<file path="src/rtl/adc_evt_readout_ctrl_if.sv">
// adc_evt_readout_ctrl_if: paired Avalon-ST style write ports toward the two event FIFOs
interface adc_evt_readout_ctrl_if;
   logic [31:0] fifo0_writedata;
   logic        fifo0_write;
   logic        fifo0_waitrequest;
   logic [31:0] fifo1_writedata;
   logic        fifo1_write;
   logic        fifo1_waitrequest;
   modport master (
      output fifo0_writedata, fifo0_write, fifo1_writedata, fifo1_write,
      input  fifo0_waitrequest, fifo1_waitrequest
   );
   modport slave (
      input  fifo0_writedata, fifo0_write, fifo1_writedata, fifo1_write,
      output fifo0_waitrequest, fifo1_waitrequest
   );
endinterface

</file>
<file path="src/rtl/adc_evt_readout_ctrl.sv">
// adc_evt_readout_ctrl: trigger-driven framing of two ADC channels into header/data/trailer
// FIFO word streams, with a small per-channel buffer absorbing FIFO backpressure.
module adc_evt_readout_ctrl #(
   parameter int ADC_W     = 14,
   parameter int NWORDS    = 64,
   parameter int BUF_DEPTH = 4,
   parameter int HOLDOFF   = 16
) (
   input  logic                clk_clk,
   input  logic                reset_reset,
   input  logic [ADC_W-1:0]    bs1_data,
   input  logic [ADC_W-1:0]    bs2_data,
   input  logic                trig_in,
   input  logic                write_en,
   input  logic [1:0]          trig_mode,
   input  logic [ADC_W-1:0]    threshold,
   adc_evt_readout_ctrl_if.master fifo,
   output logic                busy,
   output logic [15:0]         evt_count,
   output logic [15:0]         drop_count
);
   localparam int AW  = $clog2(BUF_DEPTH);
   localparam int CW  = $clog2(BUF_DEPTH + 1);
   localparam int HCW = $clog2(HOLDOFF + 1);
   typedef enum logic [2:0] {IDLE, HEADER, CAPTURE, TRAILER, HOLD} state_t;
   state_t                  state;
   logic [1:0][ADC_W-1:0]   cur, prv, hold;
   logic                    trig_r, trig_p, ext, trig, phase;
   logic [11:0]             wcnt;
   logic [HCW-1:0]          hcnt;
   logic [15:0]             evt_id;
   logic [1:0][7:0]         drops;
   logic [1:0]              tdone, hit, empty, full, pop, req, push, drop, wait_req;
   logic [1:0][31:0]        push_word;
   logic [31:0]             mem [2][BUF_DEPTH];
   logic [1:0][AW-1:0]      wp, rp;
   logic [1:0][CW-1:0]      cnt;
   logic [16:0]             drop_sum;
   always_ff @(posedge clk_clk or posedge reset_reset)
      if (reset_reset) begin
         cur    <= '0;
         prv    <= '0;
         trig_r <= 1'b0;
         trig_p <= 1'b0;
      end else begin
         cur    <= {bs2_data, bs1_data};
         prv    <= cur;
         trig_r <= trig_in;
         trig_p <= trig_r;
      end
   assign wait_req = {fifo.fifo1_waitrequest, fifo.fifo0_waitrequest};
   assign ext      = trig_r && !trig_p;
   assign trig     = trig_mode == 2'd0 ? ext :
                     trig_mode == 2'd1 ? hit[0] :
                     trig_mode == 2'd2 ? |hit : ext || |hit;
   // A full buffer still takes a push when its head leaves in the same cycle.
   always_comb begin
      hit       = '0;
      empty     = '0;
      full      = '0;
      pop       = '0;
      req       = '0;
      push      = '0;
      drop      = '0;
      push_word = '0;
      for (int c = 0; c < 2; c++) begin
         hit[c]       = prv[c] < threshold && cur[c] >= threshold;
         empty[c]     = cnt[c] == '0;
         full[c]      = cnt[c] == CW'(BUF_DEPTH);
         pop[c]       = !empty[c] && !wait_req[c];
         req[c]       = state == HEADER || (state == CAPTURE && phase) || (state == TRAILER && !tdone[c]);
         push[c]      = req[c] && (!full[c] || pop[c]);
         drop[c]      = state == CAPTURE && phase && !push[c];
         push_word[c] = state == HEADER  ? {4'hA, 3'b0, 1'(c), 8'h00, evt_count} :
                        state == TRAILER ? {4'hE, 3'b0, 1'(c), drops[c], evt_id} :
                        (32'(hold[c]) << 16) | 32'(cur[c]);
      end
   end
   assign drop_sum = {1'b0, drop_count} + 17'(drop[0]) + 17'(drop[1]);
   always_ff @(posedge clk_clk or posedge reset_reset)
      if (reset_reset) begin
         wp  <= '0;
         rp  <= '0;
         cnt <= '0;
         for (int c = 0; c < 2; c++)
            for (int i = 0; i < BUF_DEPTH; i++)
               mem[c][i] <= '0;
      end else begin
         for (int c = 0; c < 2; c++) begin
            if (push[c]) begin
               mem[c][wp[c]] <= push_word[c];
               wp[c]         <= wp[c] + AW'(1);
            end
            if (pop[c])
               rp[c] <= rp[c] + AW'(1);
            cnt[c] <= cnt[c] + CW'(push[c]) - CW'(pop[c]);
         end
      end
   assign fifo.fifo0_write     = !empty[0];
   assign fifo.fifo1_write     = !empty[1];
   assign fifo.fifo0_writedata = mem[0][rp[0]];
   assign fifo.fifo1_writedata = mem[1][rp[1]];
   always_ff @(posedge clk_clk or posedge reset_reset)
      if (reset_reset) begin
         state      <= IDLE;
         busy       <= 1'b0;
         evt_count  <= '0;
         drop_count <= '0;
         evt_id     <= '0;
         hold       <= '0;
         phase      <= 1'b0;
         wcnt       <= '0;
         hcnt       <= '0;
         tdone      <= '0;
         drops      <= '0;
      end else begin
         drop_count <= drop_sum[16] ? 16'hFFFF : drop_sum[15:0];
         for (int c = 0; c < 2; c++)
            if (drop[c] && drops[c] != 8'hFF)
               drops[c] <= drops[c] + 8'd1;
         case (state)
            IDLE:
               if (trig && write_en && empty[0] && empty[1]) begin
                  state <= HEADER;
                  busy  <= 1'b1;
               end
            HEADER: begin
               evt_count <= evt_count + 16'd1;
               evt_id    <= evt_count;
               hold      <= cur;
               phase     <= 1'b1;
               wcnt      <= '0;
               drops     <= '0;
               tdone     <= '0;
               state     <= CAPTURE;
            end
            CAPTURE:
               if (!phase) begin
                  hold  <= cur;
                  phase <= 1'b1;
               end else begin
                  phase <= 1'b0;
                  wcnt  <= wcnt + 12'd1;
                  if (wcnt == 12'(NWORDS - 1))
                     state <= TRAILER;
               end
            TRAILER: begin
               tdone <= tdone | push;
               if (&(tdone | push)) begin
                  hcnt  <= '0;
                  state <= HOLD;
               end
            end
            HOLD: begin
               hcnt <= hcnt + HCW'(1);
               if (hcnt == HCW'(HOLDOFF - 1)) begin
                  state <= IDLE;
                  busy  <= 1'b0;
               end
            end
            default: begin
               state <= IDLE;
               busy  <= 1'b0;
            end
         endcase
      end
endmodule

</file>
<file path="src/flat_wrapper.sv">
// flat-port wrapper written by rule: the top's interface ports become plain ports
module adc_evt_readout_ctrl_flat 
#(
   parameter int ADC_W     = 14,
   parameter int NWORDS    = 64,
   parameter int BUF_DEPTH = 4,
   parameter int HOLDOFF   = 16
)
  (clk_clk, reset_reset, bs1_data, bs2_data, trig_in, write_en, trig_mode, threshold, busy, evt_count, drop_count, fifo_fifo0_writedata, fifo_fifo0_write, fifo_fifo1_writedata, fifo_fifo1_write, fifo_fifo0_waitrequest, fifo_fifo1_waitrequest);
  adc_evt_readout_ctrl_if fifo_i ();
  input  logic clk_clk;
  input  logic reset_reset;
  input  logic [ADC_W-1:0] bs1_data;
  input  logic [ADC_W-1:0] bs2_data;
  input  logic trig_in;
  input  logic write_en;
  input  logic [1:0] trig_mode;
  input  logic [ADC_W-1:0] threshold;
  output logic busy;
  output logic [15:0] evt_count;
  output logic [15:0] drop_count;
  output wire logic [$bits(fifo_i.fifo0_writedata)-1:0] fifo_fifo0_writedata;
  output wire logic [$bits(fifo_i.fifo0_write)-1:0] fifo_fifo0_write;
  output wire logic [$bits(fifo_i.fifo1_writedata)-1:0] fifo_fifo1_writedata;
  output wire logic [$bits(fifo_i.fifo1_write)-1:0] fifo_fifo1_write;
  input wire logic [$bits(fifo_i.fifo0_waitrequest)-1:0] fifo_fifo0_waitrequest;
  input wire logic [$bits(fifo_i.fifo1_waitrequest)-1:0] fifo_fifo1_waitrequest;
  assign fifo_fifo0_writedata = fifo_i.fifo0_writedata;
  assign fifo_fifo0_write = fifo_i.fifo0_write;
  assign fifo_fifo1_writedata = fifo_i.fifo1_writedata;
  assign fifo_fifo1_write = fifo_i.fifo1_write;
  assign fifo_i.fifo0_waitrequest = fifo_fifo0_waitrequest;
  assign fifo_i.fifo1_waitrequest = fifo_fifo1_waitrequest;
  adc_evt_readout_ctrl #(.ADC_W(ADC_W), .NWORDS(NWORDS), .BUF_DEPTH(BUF_DEPTH), .HOLDOFF(HOLDOFF)) u_core (.clk_clk(clk_clk), .reset_reset(reset_reset), .bs1_data(bs1_data), .bs2_data(bs2_data), .trig_in(trig_in), .write_en(write_en), .trig_mode(trig_mode), .threshold(threshold), .fifo(fifo_i), .busy(busy), .evt_count(evt_count), .drop_count(drop_count));
endmodule
</file>
<file path="config.mk">
export PLATFORM = sky130hd
export DESIGN_NAME = adc_evt_readout_ctrl_flat
export DESIGN_NICKNAME = d
export VERILOG_FILES = /design/src/rtl/adc_evt_readout_ctrl_if.sv /design/src/rtl/adc_evt_readout_ctrl.sv /design/src/flat_wrapper.sv
export SDC_FILE = /design/constraint.sdc
export NUM_CORES = 1
export LEC_CHECK = 0
export CAP_MARGIN = 20
export CORE_MARGIN = 5
export CORE_UTILIZATION = 53
export CTS_CLUSTER_SIZE = 12
export DETAILED_ROUTE_END_ITERATION = 8
export PLACE_DENSITY_LB_ADDON = 0.1
export SLEW_MARGIN = 30
export SYNTH_ARGS = -nofsm -noshare
export SYNTH_HDL_FRONTEND = slang
export SYNTH_SLANG_ARGS = --single-unit
</file>
<file path="constraint.sdc">
create_clock -name clk_clk -period 39.9 [get_ports clk_clk]
set_input_delay 3.99 -clock clk_clk [delete_from_list [all_inputs] [get_ports clk_clk]]
set_output_delay 3.99 -clock clk_clk [all_outputs]
set_load 0.01 [all_outputs]
</file>
# ---- Word level (Yosys, flattened, before mapping)
# Cells that the tools add are included.
dict set report word_totals {
  word_cells 178
  ff_bits 444
  output_inout_bits 99
}
dict set report classes {
  bitwise_logic 8
  n_reduce_logical 53
  mux 41
  magnitude_cmp 10
  eq_ne 18
  add_sub_neg 15
}
# op n
set ops {}
lappend ops {{32-bit two-way mux} 10}
lappend ops {{128-bit bitwise mux} 2}
lappend ops {{32-bit binary-select mux with 2-bit select} 2}
lappend ops {{32-bit demux with 2-bit select} 2}
lappend ops {{30-bit by 14-bit bitwise OR with 30-bit output} 2}
lappend ops {{28-bit case mux with 2 select lines} 1}
lappend ops {{16-bit two-way mux} 2}
lappend ops {{14-bit >= comparator} 2}
lappend ops {{14-bit < comparator} 2}
lappend ops {{28-bit two-way mux} 1}
lappend ops {{12-bit case mux with 2 select lines} 1}
lappend ops {{1-bit logical AND} 19}
lappend ops {{16-bit by 1-bit adder with 17-bit output} 1}
lappend ops {{17-bit by 1-bit adder with 17-bit output} 1}
lappend ops {{16-bit by 1-bit adder with 16-bit output (second input constant)} 1}
lappend ops {{8-bit by 1-bit adder with 8-bit output (second input constant)} 2}
lappend ops {{8-bit two-way mux} 2}
lappend ops {{8-bit != test (second input constant)} 2}
lappend ops {{3-bit two-way mux} 5}
lappend ops {{3-bit case mux with 5 select lines} 1}
lappend ops {{12-bit by 1-bit adder with 12-bit output (second input constant)} 1}
lappend ops {{12-bit by 6-bit == test with 1-bit output (second input constant)} 1}
lappend ops {{3-bit >= comparator (second input constant)} 4}
lappend ops {{12-bit two-way mux} 1}
lappend ops {{32 further kinds} 77}

# ---- Depth between registers and ports, before layout
dict set report logic_depth {
  word_depth 12
  mapped_depth 13
  depth_no_buf 11
}

# ---- Worst setup path after synthesis
# Ideal clock, no wire load.
dict set report synth_path {
  path_kind {input port to flip-flop}
  from {input fifo_fifo1_waitrequest}
  to {register u_core.drop_count[10]}
  required_ns 39.817
  path_buffers 1
  t_arrival_ns 6.567
  setup_ns 0.083
  path_stages 11
  setup_slack_ns 33.250
  path_cell_list {nor4bb_1 o41ai_1 fa_1 inv_1 ha_1 and3_1 nand3_1 or2_2 or3_1 clkbuf_1 o21ai_0}
}
dict set report synth_between {
  elab_chain_len 8
}
# item line_no
set synth_rtl {}
lappend synth_rtl {{start: declaration} flat_wrapper.sv:27} ;# input wire logic [$bits(fifo_i.fifo1_waitrequest)-1:0] fifo_fifo1_waitrequest;
lappend synth_rtl {{1-bit logical NOT} adc_evt_readout_ctrl.sv:70} ;# pop[c] = !empty[c] && !wait_req[c];
lappend synth_rtl {{1-bit logical AND} adc_evt_readout_ctrl.sv:70}
lappend synth_rtl {{1-bit logical OR} adc_evt_readout_ctrl.sv:72} ;# push[c] = req[c] && (!full[c] || pop[c]);
lappend synth_rtl {{1-bit logical AND} adc_evt_readout_ctrl.sv:72}
lappend synth_rtl {{1-bit logical NOT} adc_evt_readout_ctrl.sv:73} ;# drop[c] = state == CAPTURE && phase && !push[c];
lappend synth_rtl {{1-bit logical AND} adc_evt_readout_ctrl.sv:73}
lappend synth_rtl {{17-bit by 1-bit adder with 17-bit output} adc_evt_readout_ctrl.sv:79} ;# assign drop_sum = {1'b0, drop_count} + 17'(drop[0]) + 17'(drop[1]);
lappend synth_rtl {{16-bit two-way mux} adc_evt_readout_ctrl.sv:117} ;# drop_count <= drop_sum[16] ? 16'hFFFF : drop_sum[15:0];
lappend synth_rtl {{end signal: assignment} adc_evt_readout_ctrl.sv:117}
lappend synth_rtl {{end: declaration} adc_evt_readout_ctrl.sv:20} ;# output logic [15:0] drop_count
# Every way passes these cells.
# A chain may end at the register's enable or synchronous reset.

# ---- Worst setup path in the final report
dict set report layout_path {
  from {input fifo_fifo1_waitrequest}
  to {register u_core.drop_count[1]}
}
# Same word-level chain as after synthesis.

==> impl_metrics.csv <==
group,metric,value,unit
cts,cts-root-buf,"clkbuf_16",
sta,setup_tns,0,ns
cts,cts-htree-levels,2,
synth,yosysWarnings,0,
cells_and_area,drive_gt1_share,11.7,%
cts,ctsHoldBuffers,0,
die,die_h,202,µm
setup_path,path_class,"input pin to register",
die,die_x,202,µm
synth,postSynthCellCount,1734,
placed_design,placed_cells_incl_taps,2277,
cts,cts_buffers,47,
synth,ys_ff_latch,444,
global_route,grt_usage,23.7,%
sta,setup_ws,32.95,ns
setup_path,worst_setup_path_end_kind,"register",
sta,post-route-period-util,17.4,%
setup_path,critPathLaunchType,"input pin",
placed_design,place_hpwl,31600,µm
cells_and_area,regArea,0.0111,mm²
sta,worst_pin_slew,0.863,ns
cts,cts_tree,"built",
cells_and_area,syn_to_final_growth,17.4,%
sta,hold_violations,0,
synth,syn_area_per_cell,11.3,µm²
power_and_ir_drop,ir_drop,0.0506,mV
synth,synth-edff-count,0,
sta,maxSlewViolCount,0,
global_route,grt_first_pass_wirelength,76900,µm
global_route,grt_max_degree,177,
cells_and_area,multi_input_area,0.00800,mm²
power_and_ir_drop,power.leakage,0.0105,µW
sta,rsz0062_at_grt,"no",
routing,drt_iter0_drc,955,
sta,min_period,6.95,ns
power_and_ir_drop,p_per_area,80.5,mW/mm²
setup_path,crit_arrival,7.44,ns
setup_path,r2r_slack,36.16,ns
global_route,grt_pass1_vias,13585,
placed_design,routabilityCongestion,0.809,
run,drv_cap,0,
routing,vias_per_cell,5.78,
die,placementRows,70,
routing,avgRoutedWirePerCell,20.3,µm
die,die-area,0.0408,mm²
cts,clk_latency,0.57,ns
routing,via_count,13598,
cts,post_cts_buffers,0,
synth,ys_seq_area_share,56.8,%
routing,drc_errors,0,
cts,cts_resized,0,
placed_design,portBuffers,148,
hold_path,hp-class,"register to register",
die,core,0.0365,mm²
global_route,antenna_found_initial,0,
sta,hold_slack,0.407,ns
run_status,status,"complete, no violations",
synth,synth_nets,1860,
cts,clkTransAtPathRegs,0.06,ns
cells_and_area,nNetsFinal,1985,
routing,final_antenna_net_count,0,
routing,drt-total-wl,47800,µm
cells_and_area,final.fill_count,2873,
sta,timing.fmax,0.144,GHz
synth,async_reset_ff_share,100,%
die,num_io_pins,149,
synth,synthesis.area,0.0195,mm²
setup_path,worstPathMaxFanout,13,
power_and_ir_drop,fin_total_pwr,1850,µW
die,start_util,53.5,%
synth,synth_ff_type,"dfrtp_1",
cts,numClockSinks,444,
global_route,grt.overflow.total,0,
sta,max_slew_margin,42.5,%
cells_and_area,fin_cells,2354,
sta,fin_skew,0.0136,ns
cts,ctsLongestPathBuffers,3,
setup_path,cp_data_required_time,40.38,ns
synth,synth.distinct_cells,56,
cells_and_area,diodes,0,
routing,first_pass_iters,5,
placed_design,post-place-ws,32.38,ns
sta,setup_viol,0,
## routing by layer
metal | GRT usage (%) | part of all wire (%) | up-vias
met5 | 0 | 0 | -
met4 | 6.52 | 2.4 | 0
met3 | 3.79 | 4.8 | 64
met2 | 35.5 | 45 | 327
met1 | 36.2 | 48 | 6898
li1 | - | - | 6309
## stage by stage
stage          instance area [µm²]  util (%)
2_1_floorplan                19500         -
3_3_place_gp                 21500      58.8
3_5_place_dp                 21500      58.9
4_1_cts                      22900      62.8
5_1_grt                      23000      62.8
6_report                     23000      62.8
## worst max-delay path, cell delays in order
cell             delay (ns)
clkdlybuf4s50_1        0.47
nor4bb_1               0.46
o41ai_1                0.27
fa_1                   0.48
inv_1                  0.09
ha_1                   0.18
and3_1                 0.21
nand3_1                0.16
or2_2                  0.38
or3_1                  0.58
nand2b_1               0.16
## final timing paths
check,cells past startpoint,startpoint,to
min reg2reg,0,u_core.trig_r$_DFF_PP0_,u_core.trig_p$_DFF_PP0_
min,0,u_core.trig_r$_DFF_PP0_,u_core.trig_p$_DFF_PP0_
max reg2reg,10,u_core.state[0]$_DFFE_PP0P_,u_core.drop_count[1]$_DFF_PP0_
max,11,fifo_fifo1_waitrequest,u_core.drop_count[1]$_DFF_PP0_
min in group asynchronous,2,reset_reset,u_core.mem[4]$_DFFE_PP0P_
max in group asynchronous,5,reset_reset,u_core.rp[0]$_DFFE_PP0P_
## cell usage after synthesis (2+ instances only)
library cell,count,area [µm²]
a21oi_1,42,210
nand3_1,23,115
inv_1,39,146
a21o_1,6,45.0
mux2_2,49,552
fa_1,3,60.1
o41ai_1,2,17.5
mux2i_1,18,180
ha_1,73,913
nand2b_1,10,62.6
nor4b_1,2,17.5
nand4_1,15,93.8
xor2_1,26,228
nor3b_1,3,22.5
o21a_1,3,22.5
mux4_2,64,1440
nor3_1,4,20.0
a2111o_1,2,22.5
o211ai_1,3,22.5
nand4b_1,3,26.3
a31oi_1,7,43.8
nand2_1,333,1250
xnor2_1,26,228
and3_1,34,213
dfrtp_1,444,11100
buf_1,7,26.3
clkbuf_1,85,319
nor4bb_1,2,20.0
nor4_2,2,25.0
o22ai_1,3,18.8
nor2_1,54,203
a211o_1,2,17.5
nor2b_1,6,37.5
or3_1,5,31.3
a211oi_1,5,37.5
o21ai_0,304,1520
and2_1,4,25.0
and4_1,3,26.3
## kinds of logic after synthesis
group                      share of synthesized area (%)
and+or+nand+nor                                     11.5
buffers and inverters                               2.54
xor gates and xnor gates                            2.33
AOI/OAI and AO/OA                                   10.7
DFF                                                 56.8
muxes                                               11.1
adders and majority gates                           4.98
## placed cells by master (no fill, tap or decap), types with 4 or more instances in the layout
cell and instances:
and2_1 4, mux4_2 64, clkbuf_8 7, inv_1 38, nor2b_1 5, or3_1 5, mux2_2 49, ha_1 73
and3_1 34, a31oi_1 7, nand2b_1 10, xnor2_1 26, nand4_1 15, clkdlybuf4s50_1 148, clkinv_2 6, xor2_1 26
buf_4 17, a21o_1 6, nand3_1 23, nand2_1 325, nor2_1 53, nand2_4 4, clkbuf_1 12, dfrtp_1 442
mux2i_1 18, clkbuf_16 47, nor3_1 4, nand2_2 4, o21ai_0 304, a211oi_1 5, a21oi_1 42
## sequential cells by signal, indices dropped and copies added, names as in the netlist
| signal | flops |
|---|---|
| u_core.busy | 1 |
| u_core.cnt | 6 |
| u_core.cur | 28 |
| u_core.drop_count | 16 |
| u_core.drops | 16 |
| u_core.evt_count | 16 |
| u_core.evt_id | 16 |
| u_core.hcnt | 5 |
| u_core.hold | 28 |
| u_core.mem | 256 |
| u_core.phase | 1 |
| u_core.prv | 28 |
| u_core.rp | 4 |
| u_core.state | 3 |
| u_core.tdone | 2 |
| u_core.trig_p | 1 |
| u_core.trig_r | 1 |
| u_core.wcnt | 12 |
| u_core.wp | 4 |
## area by class of cell
class / instances / share of cell area, %
clock inverter: 10 / 0.469
multi-input combinational: 1158 / 34.8
inverter: 39 / 0.671
timing repair buffer: 169 / 7.32
sequential: 444 / 48.4
clock buffer: 66 / 5.74
tap: 468 / 2.55
## power by group
| group | internal, µW | total (µW) | switching (µW) |
|---|---|---|---|
| clock network | 241 | 413 | 172 |
| logic | 329 | 729 | 400 |
| registers | 604 | 705 | 101 |
| total | 1170 | 1850 | 674 |
Note: power is estimated with default switching activity, not from simulation.
==> RTL edit 1, RTL diff (config.mk and constraints unchanged) <==
Register the output `evt_count` once more, cleared by the reset; this adds one clock of latency there. The other outputs are not delayed to match.
--- a/src/rtl/adc_evt_readout_ctrl.sv
+++ b/src/rtl/adc_evt_readout_ctrl.sv
@@ -23,6 +23,8 @@
    localparam int CW  = $clog2(BUF_DEPTH + 1);
    localparam int HCW = $clog2(HOLDOFF + 1);
    typedef enum logic [2:0] {IDLE, HEADER, CAPTURE, TRAILER, HOLD} state_t;
+
+   logic [15:0] evt_count_s0;
    state_t                  state;
    logic [1:0][ADC_W-1:0]   cur, prv, hold;
    logic                    trig_r, trig_p, ext, trig, phase;
@@ -71,7 +73,7 @@
          req[c]       = state == HEADER || (state == CAPTURE && phase) || (state == TRAILER && !tdone[c]);
          push[c]      = req[c] && (!full[c] || pop[c]);
          drop[c]      = state == CAPTURE && phase && !push[c];
-         push_word[c] = state == HEADER  ? {4'hA, 3'b0, 1'(c), 8'h00, evt_count} :
+         push_word[c] = state == HEADER  ? {4'hA, 3'b0, 1'(c), 8'h00, evt_count_s0} :
                         state == TRAILER ? {4'hE, 3'b0, 1'(c), drops[c], evt_id} :
                         (32'(hold[c]) << 16) | 32'(cur[c]);
       end
@@ -104,7 +106,7 @@
       if (reset_reset) begin
          state      <= IDLE;
          busy       <= 1'b0;
-         evt_count  <= '0;
+         evt_count_s0 <= '0;
          drop_count <= '0;
          evt_id     <= '0;
          hold       <= '0;
@@ -125,8 +127,8 @@
                   busy  <= 1'b1;
                end
             HEADER: begin
-               evt_count <= evt_count + 16'd1;
-               evt_id    <= evt_count;
+               evt_count_s0 <= evt_count_s0 + 16'd1;
+               evt_id    <= evt_count_s0;
                hold      <= cur;
                phase     <= 1'b1;
                wcnt      <= '0;
@@ -164,5 +166,13 @@
             end
          endcase
       end
+   always_ff @(posedge clk_clk or posedge reset_reset) begin
+      if (reset_reset) begin
+         evt_count <= '0;
+      end else begin
+         evt_count <= evt_count_s0;
+      end
+   end
+
 endmodule
 
Function: changed (Yosys sat finds a counterexample within 4 cycles, from zero or initial values and one cycle with reset_reset high).
==> RTL edit 1 against the unedited design <==
Sequential cell count is 16 higher; routed wire length is 1.8% higher; critical path depth is 8 lower; die area is 2.2% higher; synthesized area is 2.3% higher; power is 1.8% lower; first-iteration DRC count is 4.7% higher; highest routed layer unchanged; final area is 2.1% higher; critical endpoint is now fifo_fifo0_writedata[20]; combinational power is 5.5% lower; setup slack better by 130 ps; clock power is 3% higher.
==> RTL edit 1: results (changes against the unedited design) <==
stage,metric,value,unit,change
global_route,grt_pass1_vias,13670,,was 13590
setup_path,crit_path_max_fanout,24,,was 13
synthesis,muxShareOfSynthArea,0.1064,,was 0.1112
placed_design,dp_hpwl,32.40,mm,was 31.61 mm
global_route,grtUsageMet1,0.3578,,was 0.3623
placed_design,place_congestion,0.8551,,was 0.8091
drt,drt_iter0_drc,1000,,was 955
synthesis,avgSynthCellArea,11.39,sq um,was 11.27 sq um
global_route,grt.total_usage,0.2370,,was 0.2366
drt,via_per_inst,5.656,,was 5.777
setup_path,crit_end,fifo_fifo0_writedata[20],,was u_core.drop_count[1]
drt,routed_wl,48.61,mm,was 47.76 mm
drt,wl_met3,2.724,mm,was 2.311 mm
pwr,vdd_drop_max,42.28,uV,was 50.64 uV
pwr,p_leak,10.67,nW,was 10.50 nW
synthesis,ys_seq_area_frac,0.5754,,was 0.5684
global_route,use_met2,0.3634,,was 0.3554
cells_and_area,fill_cells,3003,,was 2873
sta,finalClockSkew,14.02,ps,was 13.60 ps
setup_path,critPathArrivalTime,2830,ps,was 7440 ps
drt,wire_per_inst,20.05,um,was 20.29 um
placed_design,dp.cells,2342,,was 2277
setup_path,critPathTopFamily,buffers and inverters,,was simple AND/OR/NAND/NOR gates
cells_and_area,drive_gt1_frac,0.1004,,was 0.1166
drt,wl_met2,22.29,mm,was 21.62 mm
clock_tree,numCtsBuffers,48,,was 47
drt,detail_route.wirelength.met1,22.48,mm,was 22.70 mm
setup_path,r2r-end,u_core.cnt[2],,was u_core.drop_count[1]
synthesis,synthTopCellsByCount,"460 x dfrtp_1, 338 x nand2_1, 259 x o21ai_1, 73 x ha_1, 64 x mux4_2",,"was 444 x dfrtp_1, 333 x nand2_1, 304 x o21ai_0, 85 x clkbuf_1, 73 x ha_1"
synthesis,synth_area_leaders,"dfrtp_1 58%, mux4_2 7.2%, o21ai_1 6.5%",,"was dfrtp_1 57%, o21ai_0 7.8%, mux4_2 7.4%"
setup_path,startpoint,u_core.rp[0],,was fifo_fifo1_waitrequest
status,status,"finished, final reports clean",,unchanged
setup_path,r2r-start,u_core.state[1],,was u_core.state[0]
setup_path,reg2reg_depth,13,,was 10
setup_path,r2r_setup_slack,36610,ps,was 36160 ps
-- RTL edit 1: final cells by class --
class	instances	area (sq um)	share of cell area
Timing Repair Buffer	172	1693	0.07222
Multi-Input combinational cell	1159	7955	0.3394
Tap cell	511	639.4	0.02728
Clock buffer	72	1393	0.05941
Sequential cell	460	11510	0.4912
Inverter	41	166.4	0.007099
Clock inverter	9	81.33	0.003469
-- RTL edit 1: logic make-up (layout without fill, tap and decap cells) --
logic type,Yosys count,after routing
xor gates and xnor gates,57,57
adders and majority gates,76,76
buffers and inverters,137,294
AOI/OAI and AO/OA,384,384
DFF,460,460
and+or+nand+nor,515,515
muxes,127,127
-- RTL edit 1: through the flow --
stage	instance area [sq um]	hold slack (ps)	total power, mW	util	setup slack [ps]
floorplan	20010	346.5	1.139	-	23080
global placement	21920	381.8	1.378	0.5847	32760
detailed placement	21930	386.2	1.402	0.5850	32760
CTS	23400	400.2	1.831	0.6243	33000
global route	23440	407.0	1.930	0.6253	32920
finish	23440	402.9	1.814	0.6253	33080
-- RTL edit 1: worst reg2reg max path, cell delays in order (launching register included) --
cell     delay [ps]
dfrtp_1         320
buf_4           430
nor2b_1         280
nand2_1         100
a21oi_2         360
o21a_1          440
inv_2            50
ha_1            290
inv_1            60
ha_1            130
inv_1            50
fa_1            390
xnor2_1         150
xnor2_1         130
-- RTL edit 1: power groups by stage --
stage / registers, mW / clock network [mW] / logic, mW
detailed placement: 0.707 / 0 / 0.695
finish: 0.700 / 0.425 / 0.689
global route: 0.717 / 0.452 / 0.760
global placement: 0.698 / 0 / 0.680
CTS: 0.700 / 0.433 / 0.699
floorplan: 0.676 / 0 / 0.463
==> RTL edit 2, RTL diff (config.mk and constraints unchanged) <==
Made on the original files. `BUF_DEPTH` is set to 4 in 2 places; all go to 8.
--- a/src/rtl/adc_evt_readout_ctrl.sv
+++ b/src/rtl/adc_evt_readout_ctrl.sv
@@ -3,7 +3,7 @@
 module adc_evt_readout_ctrl #(
    parameter int ADC_W     = 14,
    parameter int NWORDS    = 64,
-   parameter int BUF_DEPTH = 4,
+   parameter int BUF_DEPTH = 8,
    parameter int HOLDOFF   = 16
 ) (
    input  logic                clk_clk,
--- a/src/flat_wrapper.sv
+++ b/src/flat_wrapper.sv
@@ -3,7 +3,7 @@
 #(
    parameter int ADC_W     = 14,
    parameter int NWORDS    = 64,
-   parameter int BUF_DEPTH = 4,
+   parameter int BUF_DEPTH = 8,
    parameter int HOLDOFF   = 16
 )
   (clk_clk, reset_reset, bs1_data, bs2_data, trig_in, write_en, trig_mode, threshold, busy, evt_count, drop_count, fifo_fifo0_writedata, fifo_fifo0_write, fifo_fifo1_writedata, fifo_fifo1_write, fifo_fifo0_waitrequest, fifo_fifo1_waitrequest);
Function: no difference found for any inputs over 4 cycles, from zero or initial values and one cycle with reset_reset high; that may be too few to reach the edited logic, so the function may still have changed.
==> RTL edit 2 against the unedited design <==
Routed wire length grew 63%; sequential cell count grew 262; synthesized area grew 60%; power rose by 5.3%; synthesized cell count up 60%; sequential share of layout area increased by 0.60 points; final area up 57%; global-route usage increased by 1.0 points; worst hold slack lost 19 ps; setup slack got worse by 420 ps.
==> RTL edit 2: results (changes against the unedited design) <==
stage,metric,value,unit,change
cells_and_area,drive_gt1_frac,0.1467,,was 0.1166
pwr,p_sw,0.5622,mW,was 0.6736 mW
pwr,powerComb,0.389,mW,was 0.729 mW
synthesis,ys_types,63,,was 56
global_route,grtUsageMet1,0.3609,,was 0.3623
global_route,grt_util_met3,0.04150,,was 0.03786
pwr,seqPwrFrac,0.440,,was 0.381
drt,wl_met3,4.078,mm,was 2.311 mm
setup_path,startpoint,u_core.rp[3],,was fifo_fifo1_waitrequest
clock_tree,numCtsBuffers,76,,was 47
status,status,"finished, final reports clean",,unchanged
pwr,p_leak,16.28,nW,was 10.50 nW
setup_path,r2r_setup_slack,36080,ps,was 36160 ps
synthesis,synth_area_leaders,"dfrtp_1 56%, mux4_2 9.2%, o21ai_0 8.1%",,"was dfrtp_1 57%, o21ai_0 7.8%, mux4_2 7.4%"
synthesis,ys_seq_area_frac,0.5638,,was 0.5684
clock_tree,clk_latency,600,ps,was 570 ps
sta,maxSlewHeadroom,0.3728,,was 0.4246
synthesis,synthTopCellsByCount,"706 x dfrtp_1, 591 x nand2_1, 508 x o21ai_0, 128 x mux4_2, 118 x mux2_2",,"was 444 x dfrtp_1, 333 x nand2_1, 304 x o21ai_0, 85 x clkbuf_1, 73 x ha_1"
drt,detail_route.wirelength.met1,35.51,mm,was 22.70 mm
global_route,use_met2,0.3832,,was 0.3554
setup_path,crit_end,fifo_fifo1_writedata[12],,was u_core.drop_count[1]
pwr,vdd_drop_max,34.93,uV,was 50.64 uV
global_route,grt.total_usage,0.2469,,was 0.2366
global_route,grt_max_degree,142,,was 177
global_route,antenna_found_initial,1,,was 0
synthesis,synth.net_count,2897,,was 1860
placed_design,dp_hpwl,49.73,mm,was 31.61 mm
setup_path,critPathArrivalTime,3380,ps,was 7440 ps
drt,via_per_inst,5.809,,was 5.777
==> RTL edit 2: through the flow <==
stage	utilization	instances	area [sq um]
floorplan	-	2767	31330
global placement	0.5665	3537	33310
detailed placement	0.5699	3546	33510
CTS	0.6124	3676	36010
global route	0.6134	3677	36060
finish	0.6134	3677	36060
==> RTL edit 2: logic make-up (layout without fill, tap and decap cells) <==
kind of cell               count (synthesis)  after routing  synth area share
adders and majority gates                 80             80           0.03266
AOI/OAI and AO/OA                        655            655            0.1090
muxes                                    261            261            0.1392
and+or+nand+nor                          790            790            0.1117
xor gates and xnor gates                  53             53           0.01481
buffers and inverters                    222            359           0.02883
DFF                                      706            706            0.5638
==> RTL edit 2: final cells by class <==
cell class	instances	area, sq um	area share
clock buffers	123	2415	0.06696
inverters	44	177.7	0.004927
multi-input cells	1839	12810	0.3552
well taps	773	967.2	0.02682
repair buffers	185	1929	0.05350
flip-flops and latches	706	17680	0.4902
clock inverters	7	87.58	0.002429
